===== src/rtl/bus_pkg.sv =====
// ============================================================
// bus_pkg: shared types and widths for the bus cycle arbiter.
// Revision: 1.0
// ============================================================
`default_nettype none

package bus_pkg;

    localparam int ADDR_W = 20;
    localparam int DATA_W = 8;

    typedef enum logic [2:0] {
        ST_IDLE = 3'd0,
        ST_T1   = 3'd1,
        ST_T2   = 3'd2,
        ST_T3   = 3'd3,
        ST_TW   = 3'd4,
        ST_T4   = 3'd5
    } state_e;

    typedef enum logic [1:0] {
        MEM_RD = 2'd0,
        MEM_WR = 2'd1,
        IO_RD  = 2'd2,
        IO_WR  = 2'd3
    } cmd_e;

    function automatic logic cmd_is_read(input cmd_e cmd);
        return (cmd == MEM_RD) || (cmd == IO_RD);
    endfunction

    function automatic logic cmd_is_mem(input cmd_e cmd);
        return (cmd == MEM_RD) || (cmd == MEM_WR);
    endfunction

endpackage

`default_nettype wire


===== src/rtl/rr_arbiter2.sv =====
// ============================================================
// rr_arbiter2: two-input round-robin arbiter, pointer moves on grant.
// Revision: 1.0
// ============================================================
`default_nettype none

module rr_arbiter2 (
    input  logic       clk,
    input  logic       rst,
    input  logic [1:0] req,
    input  logic       advance,
    output logic [1:0] grant
);

    // prio_q = 1 means requester 1 wins a tie
    logic prio_q;
    logic prio_d;

    always_comb begin
        grant = 2'b00;
        case (req)
            2'b01:   grant = 2'b01;
            2'b10:   grant = 2'b10;
            2'b11:   grant = prio_q ? 2'b10 : 2'b01;
            default: grant = 2'b00;
        endcase
    end

    always_comb begin
        prio_d = prio_q;
        if (advance && (grant != 2'b00)) begin
            prio_d = grant[0];
        end
    end

    always_ff @(posedge clk) begin
        if (rst) begin
            prio_q <= 1'b0;
        end else begin
            prio_q <= prio_d;
        end
    end

endmodule

`default_nettype wire


===== src/rtl/bus_cycle_arbiter.sv =====
// ============================================================
// bus_cycle_arbiter: arbitrates two requesters onto a T1-T4 bus cycle.
// Optional macro WAIT_TIMEOUT_EN aborts long wait-state runs.
// Revision: 1.0
// ============================================================
`default_nettype none

module bus_cycle_arbiter
    import bus_pkg::*;
#(
    parameter int WAIT_LIMIT = 15
) (
    input  logic                   clk,
    input  logic                   rst,
    input  logic [1:0]             req,
    input  logic [1:0][1:0]        req_cmd,
    input  logic [1:0][ADDR_W-1:0] req_addr,
    input  logic [1:0][DATA_W-1:0] req_wdata,
    output logic [1:0]             gnt,
    output logic [1:0]             done,
    output logic [DATA_W-1:0]      rdata,
    input  logic                   bus_ready,
    input  logic [DATA_W-1:0]      bus_rdata,
    output logic [ADDR_W-1:0]      addr_bus,
    output logic [DATA_W-1:0]      data_out,
    output logic                   ale,
    output logic                   rd,
    output logic                   wr,
    output logic                   m_io,
    output logic                   busy,
    output logic                   timeout_err
);

`ifdef WAIT_TIMEOUT_EN
    localparam logic c_timeout_en = 1'b1;
`else
    localparam logic c_timeout_en = 1'b0;
`endif

    state_e              state_q, state_d;
    logic [15:0]         wait_cnt_q, wait_cnt_d;
    cmd_e                cmd_q, cmd_d;
    logic [ADDR_W-1:0]   addr_q, addr_d;
    logic [DATA_W-1:0]   wdata_q, wdata_d;
    logic                owner_q, owner_d;
    logic                to_flag_q, to_flag_d;

    logic [1:0]          gnt_q, gnt_d;
    logic [1:0]          done_q, done_d;
    logic [DATA_W-1:0]   rdata_q, rdata_d;
    logic [ADDR_W-1:0]   addr_bus_q, addr_bus_d;
    logic [DATA_W-1:0]   data_out_q, data_out_d;
    logic                ale_q, ale_d;
    logic                rd_q, rd_d;
    logic                wr_q, wr_d;
    logic                m_io_q, m_io_d;
    logic                busy_q, busy_d;
    logic                timeout_err_q, timeout_err_d;

    logic [1:0]          w_grant;
    logic                w_arb_en;
    logic                w_is_read;
    logic                w_strobe_phase;
    logic                w_wait_expired;

    assign w_arb_en       = (state_q == ST_IDLE);
    assign w_is_read      = cmd_is_read(cmd_q);
    assign w_strobe_phase = (state_q == ST_T2) || (state_q == ST_T3) || (state_q == ST_TW);
    assign w_wait_expired = c_timeout_en && (state_q == ST_TW) && !bus_ready &&
                            (wait_cnt_q == 16'(WAIT_LIMIT - 1));

    rr_arbiter2 u_rr_arbiter2 (
        .clk     (clk),
        .rst     (rst),
        .req     (req),
        .advance (w_arb_en),
        .grant   (w_grant)
    );

    always_ff @(posedge clk) begin
        if (rst) begin
            state_q       <= ST_IDLE;
            wait_cnt_q    <= 16'd0;
            cmd_q         <= MEM_RD;
            addr_q        <= '0;
            wdata_q       <= '0;
            owner_q       <= 1'b0;
            to_flag_q     <= 1'b0;
            gnt_q         <= 2'b00;
            done_q        <= 2'b00;
            rdata_q       <= '0;
            addr_bus_q    <= '0;
            data_out_q    <= '0;
            ale_q         <= 1'b0;
            rd_q          <= 1'b0;
            wr_q          <= 1'b0;
            m_io_q        <= 1'b0;
            busy_q        <= 1'b0;
            timeout_err_q <= 1'b0;
        end else begin
            state_q       <= state_d;
            wait_cnt_q    <= wait_cnt_d;
            cmd_q         <= cmd_d;
            addr_q        <= addr_d;
            wdata_q       <= wdata_d;
            owner_q       <= owner_d;
            to_flag_q     <= to_flag_d;
            gnt_q         <= gnt_d;
            done_q        <= done_d;
            rdata_q       <= rdata_d;
            addr_bus_q    <= addr_bus_d;
            data_out_q    <= data_out_d;
            ale_q         <= ale_d;
            rd_q          <= rd_d;
            wr_q          <= wr_d;
            m_io_q        <= m_io_d;
            busy_q        <= busy_d;
            timeout_err_q <= timeout_err_d;
        end
    end

    always_comb begin
        state_d    = state_q;
        wait_cnt_d = wait_cnt_q;
        case (state_q)
            ST_IDLE: if (req != 2'b00) state_d = ST_T1;
            ST_T1:   state_d = ST_T2;
            ST_T2:   state_d = ST_T3;
            ST_T3: begin
                wait_cnt_d = 16'd0;
                state_d    = bus_ready ? ST_T4 : ST_TW;
            end
            ST_TW: begin
                if (bus_ready || w_wait_expired) begin
                    state_d = ST_T4;
                end else begin
                    wait_cnt_d = wait_cnt_q + 16'd1;
                end
            end
            ST_T4:   state_d = ST_IDLE;
            default: state_d = ST_IDLE;
        endcase
    end

    // Outputs are decoded from the current state and registered, so each
    // bus phase becomes visible one cycle after the state is entered.
    always_comb begin
        gnt_d         = 2'b00;
        done_d        = 2'b00;
        ale_d         = 1'b0;
        rd_d          = 1'b0;
        wr_d          = 1'b0;
        busy_d        = (state_q != ST_IDLE);
        timeout_err_d = 1'b0;
        rdata_d       = rdata_q;
        addr_bus_d    = addr_bus_q;
        data_out_d    = data_out_q;
        m_io_d        = m_io_q;
        cmd_d         = cmd_q;
        addr_d        = addr_q;
        wdata_d       = wdata_q;
        owner_d       = owner_q;
        to_flag_d     = to_flag_q;

        case (state_q)
            ST_IDLE: begin
                if (w_grant != 2'b00) begin
                    gnt_d     = w_grant;
                    owner_d   = w_grant[1];
                    cmd_d     = cmd_e'(req_cmd[w_grant[1]]);
                    addr_d    = req_addr[w_grant[1]];
                    wdata_d   = req_wdata[w_grant[1]];
                    to_flag_d = 1'b0;
                end
            end
            ST_T1: begin
                ale_d      = 1'b1;
                addr_bus_d = addr_q;
                data_out_d = wdata_q;
                m_io_d     = cmd_is_mem(cmd_q);
            end
            ST_T4: begin
                done_d        = owner_q ? 2'b10 : 2'b01;
                timeout_err_d = to_flag_q;
            end
            default: ;
        endcase

        if (w_strobe_phase) begin
            rd_d = w_is_read;
            wr_d = !w_is_read;
        end

        if (((state_q == ST_T3) || (state_q == ST_TW)) && bus_ready && w_is_read) begin
            rdata_d = bus_rdata;
        end

        if (w_wait_expired) begin
            to_flag_d = 1'b1;
            rdata_d   = 8'hFF;
        end
    end

    assign gnt         = gnt_q;
    assign done        = done_q;
    assign rdata       = rdata_q;
    assign addr_bus    = addr_bus_q;
    assign data_out    = data_out_q;
    assign ale         = ale_q;
    assign rd          = rd_q;
    assign wr          = wr_q;
    assign m_io        = m_io_q;
    assign busy        = busy_q;
    assign timeout_err = timeout_err_q;

endmodule

`default_nettype wire


===== config.mk =====
export PLATFORM = sky130hd
export DESIGN_NAME = bus_cycle_arbiter
export DESIGN_NICKNAME = d
export VERILOG_FILES = /design/src/rtl/bus_pkg.sv /design/src/rtl/rr_arbiter2.sv /design/src/rtl/bus_cycle_arbiter.sv
export SDC_FILE = /design/constraint.sdc
export NUM_CORES = 1
export LEC_CHECK = 0
export ABC_AREA = 0
export CORE_ASPECT_RATIO = 1.5
export CORE_MARGIN = 5
export CORE_UTILIZATION = 29
export DETAILED_ROUTE_END_ITERATION = 8
export GPL_ROUTABILITY_DRIVEN = 0
export PLACE_DENSITY = 0.59
export RECOVER_POWER = 25
export SLEW_MARGIN = 20
export SYNTH_ARGS = -nofsm -noshare
export SYNTH_HDL_FRONTEND = slang
export SYNTH_SLANG_ARGS = --single-unit

===== constraint.sdc =====
create_clock -name clk -period 1.5 [get_ports clk]
set_input_delay 0.375 -clock clk [delete_from_list [all_inputs] [get_ports clk]]
set_output_delay 0.375 -clock clk [all_outputs]
set_load 0.01 [all_outputs]

# After elaboration in Yosys (flattened, before gate mapping)
# Index checks and enable logic that the tools add are counted.
# classes
n_mux	14
reduce_logical	19
eq_ne	12
n_lt_le_gt_ge	1
bitwise	4
# op_table
operator	n
$mux W20	2
$mux W8	2
$pmux W3 S5	1
$mux W2	4
$eq A2 B2 Y1 const B	3
$eq A3 B2 Y1 const B	2
$eq A3 B3 Y1 const B	2
$mux W3	2
$pmux W2 S3	1
$logic_or A1 B1 Y1	5
$eq A2 B1 Y1 const B	2
$ne A2 B2 Y1 const B	2
$not A1 Y1	4
$reduce_and A2 Y1	2
$reduce_bool A2 Y1	2
$reduce_or A2 Y1	2
$eq A3 B1 Y1 const B	1
$logic_and A1 B1 Y1	3
$logic_not A3 Y1	1
$reduce_bool A3 Y1	1
$reduce_or A3 Y1	1
$logic_not A2 Y1	1
$lt A1 B2 Y1 const B	1
$mux W1	2
$logic_not A1 Y1	1
# word_totals
input_bits	73
out_inout_bits	46
word_cells	66
reg_bits	80

# Logic depth before layout (Yosys ltp)
# Gate-level depths: netlist of the first run.
# depth
ltp_word	5
ltp_mapped	7
ltp_nobuf	4

# Modules after synthesis
# A second synthesis of the first run with hierarchy kept.
# unflattened
hier_cells	338
area_unflattened_um2	3121.7
# by_module_without_submodules
module	cells_per_inst	n_inst	seq_area_each_um2	area_per_inst_um2
bus_cycle_arbiter	331	1	1581.5	3056.7
rr_arbiter2	7	1	20.0	65.1

# Worst setup path before layout of the first run
# No wires, ideal clock.
# synth_path
kind	register to register
from	reg state_q[2]
to	reg rdata_q[0], in the netlist rdata[0]
period_less_slack_ns	1.329
t_arrival_ns	1.202
stages_incl_launch_ff	6
setup_time_ns	0.128
required_time_ns	1.372
n_path_buf	1
path_slack_ns	0.171
cell_sequence	dfxtp_1 -> nor3b_4 -> o211a_1 -> buf_6 -> mux2i_1 -> nor2_1
# synth_between
elab_chain_cells	4
word_cells_on_any_way	5
cone_classes	eq/ne: 2; reduce/logical: 3
# synth_rtl
item	line_no	rtl
start: declaration	bus_cycle_arbiter.sv:40	state_e state_q, state_d;
start signal: assignment	bus_cycle_arbiter.sv:101	state_q <= state_d;
$eq A3 B2 Y1 / $eq A3 B3 Y1 (equally long branches)	n/a	
$logic_or A1 B1 Y1 (*)	bus_cycle_arbiter.sv:194	if (((state_q == ST_T3) || (state_q == ST_TW)) && bus_ready && w_is_read) begin
$logic_and A1 B1 Y1 (*) (2 in a row)	bus_cycle_arbiter.sv:194	
end signal: assignment	bus_cycle_arbiter.sv:110	rdata_q <= rdata_d;
end: declaration	bus_cycle_arbiter.sv:50	logic [DATA_W-1:0] rdata_q, rdata_d;
# Mark *: on every way between the ends. The rest lies on a longest branch, timed or not.
# A chain may end at the register's enable or synchronous reset.

# Worst setup path in the final report of the first run
# layout_path
from	reg state_q[1]
to	reg wdata_q[3]
# layout_between
elab_chain_cells	2
# layout_rtl
item	line_no	rtl
$logic_not A3 Y1	bus_cycle_arbiter.sv:165	case (state_q)
$reduce_and A2 Y1 (no line)	n/a	
end signal: assignment	bus_cycle_arbiter.sv:105	wdata_q <= wdata_d;
end: declaration	bus_cycle_arbiter.sv:44	logic [DATA_W-1:0] wdata_q, wdata_d;
# Every way passes these cells.

==> results of run 1 <==
[registers in the layout (all words and copies together) (netlist names)]
name	cells
addr_bus	20
addr_q	20
data_out	8
rdata	8
wdata_q	8
state_q	3
cmd_q	2
done	2
gnt	2
ale	1
busy	1
m_io	1
owner_q	1
rd	1
u_rr_arbiter2.prio_q	1
wr	1
[through the flow]
| stage | setup TNS (ps) | hold WS (ps) | cells | worst slack, ps |
|---|---|---|---|---|
| 2_1_floorplan | 0 | 412 | 304 | 171 |
| 3_3_place_gp | -7420 | 430 | 557 | -269 |
| 3_5_place_dp | -8380 | 430 | 557 | -283 |
| 4_1_cts | 0 | 375 | 573 | 43.1 |
| 5_1_grt | 0 | 404 | 577 | 2.43 |
| 6_report | 0 | 388 | 578 | 119 |
[cell families (layout without fill, tap and decap cells)]
logic type | Yosys count | count (layout)
and+or+nand+nor | 89 | 89
buffers and inverters | 29 | 161
muxes | 38 | 38
AOI/OAI and AO/OA | 66 | 66
xor gates and xnor gates | 1 | 1
DFF | 80 | 80
other | 1 | 2
[what timing repair did]
action / CTS / global route
setup endpoints to repair: 45 / 10
cloned: 0 / 3
pin swaps: 0 / 1
gates resized for setup: 45 / 13
setup buffers: 0 / 1
[synthesized netlist by cell type (2+ instances only)]
| library cell | n | area (sq um) |
|---|---|---|
| mux2i_1 | 38 | 380 |
| buf_2 | 11 | 55.1 |
| inv_1 | 4 | 15.0 |
| clkbuf_1 | 6 | 22.5 |
| buf_6 | 4 | 45.0 |
| nand2b_1 | 2 | 12.5 |
| nand2_1 | 57 | 214 |
| nor2_1 | 19 | 71.3 |
| a21oi_1 | 29 | 145 |
| dfxtp_1 | 80 | 1600 |
| o2bb2ai_1 | 33 | 289 |
| buf_4 | 3 | 22.5 |
| nor3_1 | 5 | 25.0 |
[power by group through the flow]
stage / sequential, W / combinational [W] / clock, W
after floorplan: 0.00253 / 0.000600 / 0
after global placement: 0.00253 / 0.00117 / 0
after detailed placement: 0.00253 / 0.00119 / 0
after CTS: 0.00249 / 0.00114 / 0.00231
after global routing: 0.00253 / 0.00133 / 0.00241
final: 0.00250 / 0.00121 / 0.00225
[worst reg2reg max path: cells and delay by family, from the launching register on]
family | cells | cell delay, ps
buf+inv | 1 | 230
flops | 1 | 370
compound gates | 1 | 140
simple gates | 2 | 580
[metal layers]
layer,vias to the layer above,global-route usage [%]
met4,0,5.13
met3,9,4.52
li1,1302,-
met5,-,0
met2,75,22.9
met1,1190,14.3
[layout make-up]
class                   count  area share [%]
diodes                      1          0.0520
clock inverters             5            1.33
multi-input cells         195            27.2
repair buffers            141            28.9
well taps                 141            3.67
clock buffers              11            5.25
inverters                   4           0.312
flip-flops and latches     80            33.3
[worst paths after layout]
| path | start | to | slack, ps | depth (start not counted) |
|---|---|---|---|---|
| setup reg to reg | state_q[1] | wdata_q[3] | 120 | 4 |
| hold reg to reg | cmd_q[0] | rd | 450 | 1 |
| hold / removal | rst | addr_bus[18] | 390 | 2 |
| setup / recovery | state_q[1] | wdata_q[3] | 120 | 4 |
==> results.json, run 1 <==
{
  "status": "complete, no violations",
  "synth.area.mux_share_pct": 12.6,
  "grt_pass1_vias": 2660,
  "multi_input_area_sq_um": 1310,
  "drive_gt1_share_pct": 12.2,
  "totalPowerFinal_w": 0.00596,
  "wl_met1_um": 3350,
  "pin_count": 119,
  "wl_met3_um": 571,
  "hold_path.class": "in -> reg",
  "rsz0062_at_grt": "no",
  "first_pass_iters": 3,
  "synth_ff_type": "dfxtp_1",
  "die_area_sq_um": 12600,
  "hpwl_um": 5820,
  "path_delay_family": "simple AND/OR/NAND/NOR gates",
  "cts-root-buf": "clkbuf_16",
  "placed_area_sq_um": 4430,
  "synth_compound_area_share_pct": 15.5,
  "antenna_found_initial": 1,
  "core_region_area_sq_um": 10200,
  "cts_num_sinks": 80,
  "cp-end-kind": "flop",
  "internal-power_w": 0.00439,
  "leakage_nw": 2.09,
  "cts_buffer_depth": 2,
  "yosys_warnings": 0,
  "drt_iter0_drc": 53,
  "synth_area_sq_um": 3020,
  "cap_violations": 0,
  "fillers": 1013,
  "clk-insertion-delay-late_ps": 330,
  "postRouteAntennaNets": 0,
  "synth_cells": 304,
  "mostFrequentLayoutCell": "dfxtp_1",
  "path_max_fanout": 8,
  "vias": 2576,
  "worst-path-buf-inv": 1,
  "fmax_mhz": 724,
  "clkTransAtPathRegs_ps": 60,
  "p_clk_share_pct": 37.8,
  "synth_enable_flop_cells": 0,
  "synthAdderAreaFrac_pct": 0,
  "die-width_um": 93.3,
  "area_growth_pct": 59.3,
  "cp_slowest_stage_delay_ps": 370,
  "grt-ovfl-total": 0,
  "fin_skew_ps": 6.60,
  "h-tree-depth": 3,
  "fin_nets": 504,
  "synth_xor_area_share_pct": 0.290,
  "dr_wl_met2_um": 4310,
  "synth_simple_gate_area_share_pct": 12.8,
  "chipHeight_um": 135,
  "min_period_over_period_pct": 92.0,
  "cts_tree": "yes",
  "layout_common_cells": "dfxtp_1, clkdlybuf4s50_1, nand2_1, dlygate4sd2_1, mux2i_1",
  "irDropWorstVdd_mv": 0.650,
  "grt_pass1_wl_um": 12900,
  "highest_layer": "met4",
  "finish.utilization_pct": 47.2,
  "p_sw_share_pct": 26.4,
  "p_per_area_nw_per_um2": 1240,
  "ys_ff_latch": 80,
  "io_buffers": 117,
  "seq_power_share_pct": 41.9,
  "layout.area.seq_sq_um": 1600,
  "cp_cell_sequence": "nor4_2 > nand2b_2 > clkbuf_16 > o2bb2ai_4",
  "required_ps": 1760,
  "hold_viol_final": 0,
  "comb_power_share_pct": 20.3,
  "async_reset_ff_share_pct": 0,
  "cp_slowest_cell": "dfxtp_2",
  "cts_buffers": 9,
  "slew_violations": 0,
  "fin_area_sq_um": 4810,
  "finalCriticalPeriod_ps": 1380,
  "avgViaCountPerCell": 4.46,
  "wl_per_cell_um": 14.5,
  "grt.total_usage_pct": 13.1,
  "worst_ep_arrival_time_ps": 1640,
  "switching_power_w": 0.00157,
  "drc_errors": 0,
  "hold_buffers": 0,
  "grt_max_degree": 28,
  "synth_top_family_by_area": "compound AO/OA/AOI/OAI gates",
  "num_rows": 45,
  "setup_viol": 0,
  "crit_type": "reg -> reg",
  "seq_area_frac_synth_pct": 53.0,
  "synth.distinct_cells": 26,
  "synth_fp_nets": 377,
  "syn-mean-instance-area_sq_um": 9.94,
  "cp-start-kind": "flop",
  "start_util_pct": 29.7,
  "routed_wl_um": 8360
}
No activity file was read; power rests on OpenSTA's default activity.
==> inputs of run 2 (changes only) <==
SETUP_SLACK_MARGIN = 0.2   (was default)
clock period = 1.3 ns   (was 1.5 ns; I/O delays follow)
==> results.json, run 2 (synthesis results as in run 1) <==
{
  "irDropWorstVdd_mv": 0.654,
  "diodes": 0,
  "cp_slowest_stage_delay_ps": 430,
  "cts_num_sinks": 80,
  "finish.utilization_pct": 49.4,
  "leakage_nw": 2.03,
  "crit_start": "req[1]",
  "num_rows": 45,
  "seq_power_share_pct": 41.1,
  "holdWs_ps": 403,
  "grt_pass1_vias": 2709,
  "chipHeight_um": 135,
  "rsz0062_at_grt": "yes",
  "setup_viol": 36,
  "wl_per_cell_um": 14.2,
  "hpwl_um": 5960,
  "r2r-start": "state_q[1]",
  "placed_area_sq_um": 4460,
  "fillers": 954,
  "required_ps": 1510,
  "p_sw_share_pct": 24.8,
  "avgViaCountPerCell": 4.46,
  "p_per_area_nw_per_um2": 1400,
  "start_util_pct": 29.7,
  "grt.total_usage_pct": 13.4,
  "rr_endpoint": "addr_q[2]",
  "status": "complete, but fails checks",
  "fin_nets": 509,
  "drt_iter0_drc": 61,
  "fin_skew_ps": 3.21,
  "die_area_sq_um": 12600,
  "grt_pass1_wl_um": 13200,
  "core_region_area_sq_um": 10200,
  "cts-root-buf": "clkbuf_16",
  "area_growth_pct": 66.5,
  "fin_area_sq_um": 5030,
  "cap_violations": 0,
  "hold_start": "rst",
  "grt_max_degree": 35,
  "die-width_um": 93.3,
  "antenna_found_initial": 0,
  "cp_slowest_cell": "clkdlybuf4s50_1",
  "mostFrequentLayoutCell": "clkdlybuf4s50_1",
  "cts_buffer_depth": 2,
  "fmax_mhz": 735,
  "dp_slack_ps": -431,
  "path_delay_family": "buffers and inverters",
  "io_buffers": 117,
  "vias": 2585,
  "crit_type": "in -> reg",
  "finalCriticalPeriod_ps": 1360,
  "clkTransAtPathRegs_ps": 60,
  "switching_power_w": 0.00175,
  "cts_tree": "yes",
  "reg2reg_setup_slack_ps": -50,
  "pin_count": 119,
  "cp_cell_sequence": "clkdlybuf4s50_1 > buf_4 > o21ai_4 > buf_12 > mux2i_1 > o2bb2ai_1",
  "h-tree-depth": 3,
  "fin_ws_ps": -61.1,
  "hold_path.class": "in -> reg",
  "postRouteAntennaNets": 0,
  "cp-start-kind": "input port",
  "hold_viol_final": 0,
  "drive_gt1_share_pct": 35.5,
  "slew_violations": 0,
  "multi_input_area_sq_um": 1330,
  "routed_wl_um": 8210,
  "worst-path-buf-inv": 3,
  "rr_worst_depth": 5,
  "internal-power_w": 0.00531,
  "path_max_fanout": 18,
  "comb_power_share_pct": 22.0,
  "first_pass_iters": 4,
  "grt-ovfl-total": 0,
  "cts_buffers": 9,
  "cp-end-kind": "flop",
  "totalPowerFinal_w": 0.00707,
  "layout_common_cells": "clkdlybuf4s50_1, nand2_1, buf_6, dfxtp_2",
  "drc_errors": 0,
  "p_clk_share_pct": 36.9,
  "min_to": "done[0]",
  "clk-insertion-delay-late_ps": 330,
  "layout.area.seq_sq_um": 1660,
  "min_period_over_period_pct": 105,
  "violations": "setup timing",
  "worst_ep_arrival_time_ps": 1570,
  "hold_path_depth": 3
}
==> run 2: cell count changes in the layout (fill, tap and decap cells not counted), moves of 4 or more <==
cell	before	now
o2bb2ai_1	27	32
dfxtp_2	2	42
a21oi_2	0	10
buf_2	1	5
a21oi_1	29	19
dfxtp_1	78	36
dlygate4sd2_1	45	1
o2bb2ai_2	5	1
buf_6	2	52
==> run 2: worst max-delay path by stage <==
stage | cells after the start | endpoint | slack, ps
floorplan | 6 | rdata[0] | -5
global placement | 6 | wdata_q[7] | -420
detailed placement | 6 | addr_q[9] | -430
CTS | 6 | rdata[7] | -50
global route | 5 | addr_q[11] | -140
finish | 6 | addr_q[2] | -60
==> run 2: stage by stage <==
| step | cells | setup TNS [ps] |
|---|---|---|
| floorplan | 304 | -39.9 |
| global placement | 562 | -15480 |
| detailed placement | 562 | -15700 |
| CTS | 579 | -892 |
| global route | 580 | -4550 |
| finish | 580 | -725 |
==> run 2: metal layers <==
| layer | routed length (um) | track usage (%) | up-vias |
|---|---|---|---|
| li1 | - | - | 1306 |
| met5 | 0 | 0 | - |
| met1 | 3150 | 13.9 | 1192 |
| met3 | 712 | 5.52 | 8 |
| met2 | 4250 | 23.7 | 79 |
| met4 | 99 | 4.89 | 0 |
==> run 2: power groups by stage <==
stage	clock network, W	registers [W]	logic (W)
floorplan	0	0.00292	0.000735
global placement	0	0.00292	0.00139
detailed placement	0	0.00291	0.00141
CTS	0.00269	0.00290	0.00154
global route	0.00281	0.00294	0.00170
finish	0.00261	0.00291	0.00155
==> run 2: what timing repair did <==
action                                  CTS  global route
hold buffers                              0             0
buffers inserted                          1             1
cloned                                    2             0
endpoints found under the setup margin  117           118
resized for setup                       282            21
pin swaps                                 4             2
==> run 2: layout make-up <==
cell class | count | area share, %
Clock inverter | 4 | 1.39
Multi-Input combinational cell | 195 | 26.5
Sequential cell | 80 | 33.0
Timing Repair Buffer | 146 | 30.6
Inverter | 4 | 0.298
Clock buffer | 10 | 4.75
Tap cell | 141 | 3.51
==> run 2: worst register-to-register path, stage by stage (launching register included) <==
cell and delay (ps):
dfxtp_2 350, buf_6 140, nor4_4 290, nand2b_1 130, buf_12 190, o2bb2ai_1 180
==> inputs of run 3 (changes only) <==
CORE_ASPECT_RATIO = 0.6   (was 1.5)
SLEW_MARGIN = 5   (was 20)
==> results.json, run 3 (synthesis results as in run 1) <==
{
  "status": "complete, but fails checks",
  "violations": "setup timing",
  "cts_num_sinks": 80,
  "grt_pass1_wl_um": 15500,
  "area_growth_pct": 85.3,
  "setup_viol": 51,
  "hpwl_um": 6260,
  "grt.total_usage_pct": 16.1,
  "grt-ovfl-total": 0,
  "avgViaCountPerCell": 4.61,
  "dp_slack_ps": -500,
  "crit_type": "reg -> reg",
  "hold_viol_final": 0,
  "clk-insertion-delay-late_ps": 340,
  "drive_gt1_share_pct": 46.3,
  "drt_iter0_drc": 85,
  "h-tree-depth": 3,
  "fmax_mhz": 705,
  "worst_ep_arrival_time_ps": 1630,
  "first_pass_iters": 4,
  "grt_pass1_vias": 2899,
  "hold_start": "rst",
  "wl_per_cell_um": 16.9,
  "irDropWorstVdd_mv": 0.736,
  "num_rows": 28,
  "path_max_fanout": 8,
  "core_region_area_sq_um": 10000,
  "antenna_found_initial": 0,
  "clkTransAtPathRegs_ps": 60,
  "chipHeight_um": 89.1,
  "finalCriticalPeriod_ps": 1420,
  "leakage_nw": 2.27,
  "vias": 2759,
  "cts-root-buf": "clkbuf_16",
  "cts_tree": "yes",
  "start_util_pct": 30.2,
  "diodes": 0,
  "required_ps": 1520,
  "min_period_over_period_pct": 109,
  "multi_input_area_sq_um": 1590,
  "pin_count": 119,
  "fin_skew_ps": 5.13,
  "cap_violations": 0,
  "layout_common_cells": "clkdlybuf4s50_1, buf_6, nand2_1, dfxtp_1, dfxtp_2",
  "rsz0062_at_grt": "yes",
  "fillers": 900,
  "die-width_um": 142,
  "tns_ps": -3790,
  "r2r-start": "state_q[0]",
  "cts_buffers": 9,
  "grt_max_degree": 23,
  "fin_ws_ps": -118,
  "p_per_area_nw_per_um2": 1360,
  "layout.area.seq_sq_um": 1650,
  "mostFrequentLayoutCell": "clkdlybuf4s50_1",
  "io_buffers": 117,
  "hold_buffers": 0,
  "cp_slowest_cell": "dfxtp_2",
  "cp-end-kind": "flop",
  "drc_errors": 0,
  "cp_cell_sequence": "buf_4 > nor3b_4 > o211a_1 > buf_12 > mux2i_2 > nor2_1",
  "fin_nets": 532,
  "cp_slowest_stage_delay_ps": 330,
  "crit_start": "state_q[0]",
  "routed_wl_um": 10100,
  "cp-start-kind": "flop",
  "die_area_sq_um": 12600,
  "postRouteAntennaNets": 0,
  "slew_violations": 0,
  "cts_buffer_depth": 2,
  "reg2reg_setup_slack_ps": -120,
  "hold_path.class": "in -> reg"
}
## run 3: cell count changes in the layout (fill, tap and decap cells not counted), moves of 5 or more
cell and delta:
a21oi_1 -9, clkbuf_1 +7, dfxtp_2 -5, o2bb2ai_2 +27, buf_12 +6, nand2_1 -6, nand2_2 +6, a21oi_2 +9
o2bb2ai_1 -27, buf_4 +12, dfxtp_1 +6
## run 3: report_power, final
part	leakage [nW]	switching, W	total [W]	internal (W)
combinational	1.45	0.000922	0.00215	0.00123
sequential	0.671	0.000201	0.00294	0.00274
clock	0.150	0.000958	0.00254	0.00159
total	2.27	0.00208	0.00763	0.00555
## run 3: what timing repair did
| action | CTS | global route |
|---|---|---|
| setup buffers | 15 | 5 |
| setup endpoints to repair | 116 | 122 |
| pin swaps | 30 | 14 |
| gates resized for setup | 312 | 44 |
| gates cloned | 5 | 1 |
## run 3: critical path, delay by kind of cell (launching register included)
family          cells  cell delay (ps)
compound gates      1              200
buf+inv             2              280
flops               1              330
mux                 1              220
simple gates        2              260
## run 3: final timing paths
check | to | cells after the start
max | rdata[3] | 6
min | state_q[1] | 2
max reg2reg | rdata[3] | 6
min reg2reg | addr_bus[14] | 2
## run 3: per-stage QoR
step | std cells | hold WS (ps) | total power, W | util, % | cell area (sq um)
2_1_floorplan | 304 | 412 | 0.00365 | - | 3060
6_report | 599 | 271 | 0.00763 | 55.9 | 5600
5_1_grt | 599 | 263 | 0.00798 | 55.9 | 5600
4_1_cts | 593 | 243 | 0.00752 | 53.7 | 5380
3_3_place_gp | 557 | 431 | 0.00436 | 44.8 | 4490
3_5_place_dp | 557 | 436 | 0.00438 | 44.8 | 4490
## run 3: cell type report
type                    instances  area share, %
repair buffers                169           33.5
flip-flops and latches         80           29.5
multi-input cells             195           28.4
inverters                       4          0.268
well taps                     135           3.02
clock buffers                  13           4.65
clock inverters                 3          0.715
## run 3: metal layers
layer	track usage, %	part of all wire, %
met1	21.4	46
met4	4.01	0.62
met2	24.9	45
met3	6.09	8.1
met5	0	0
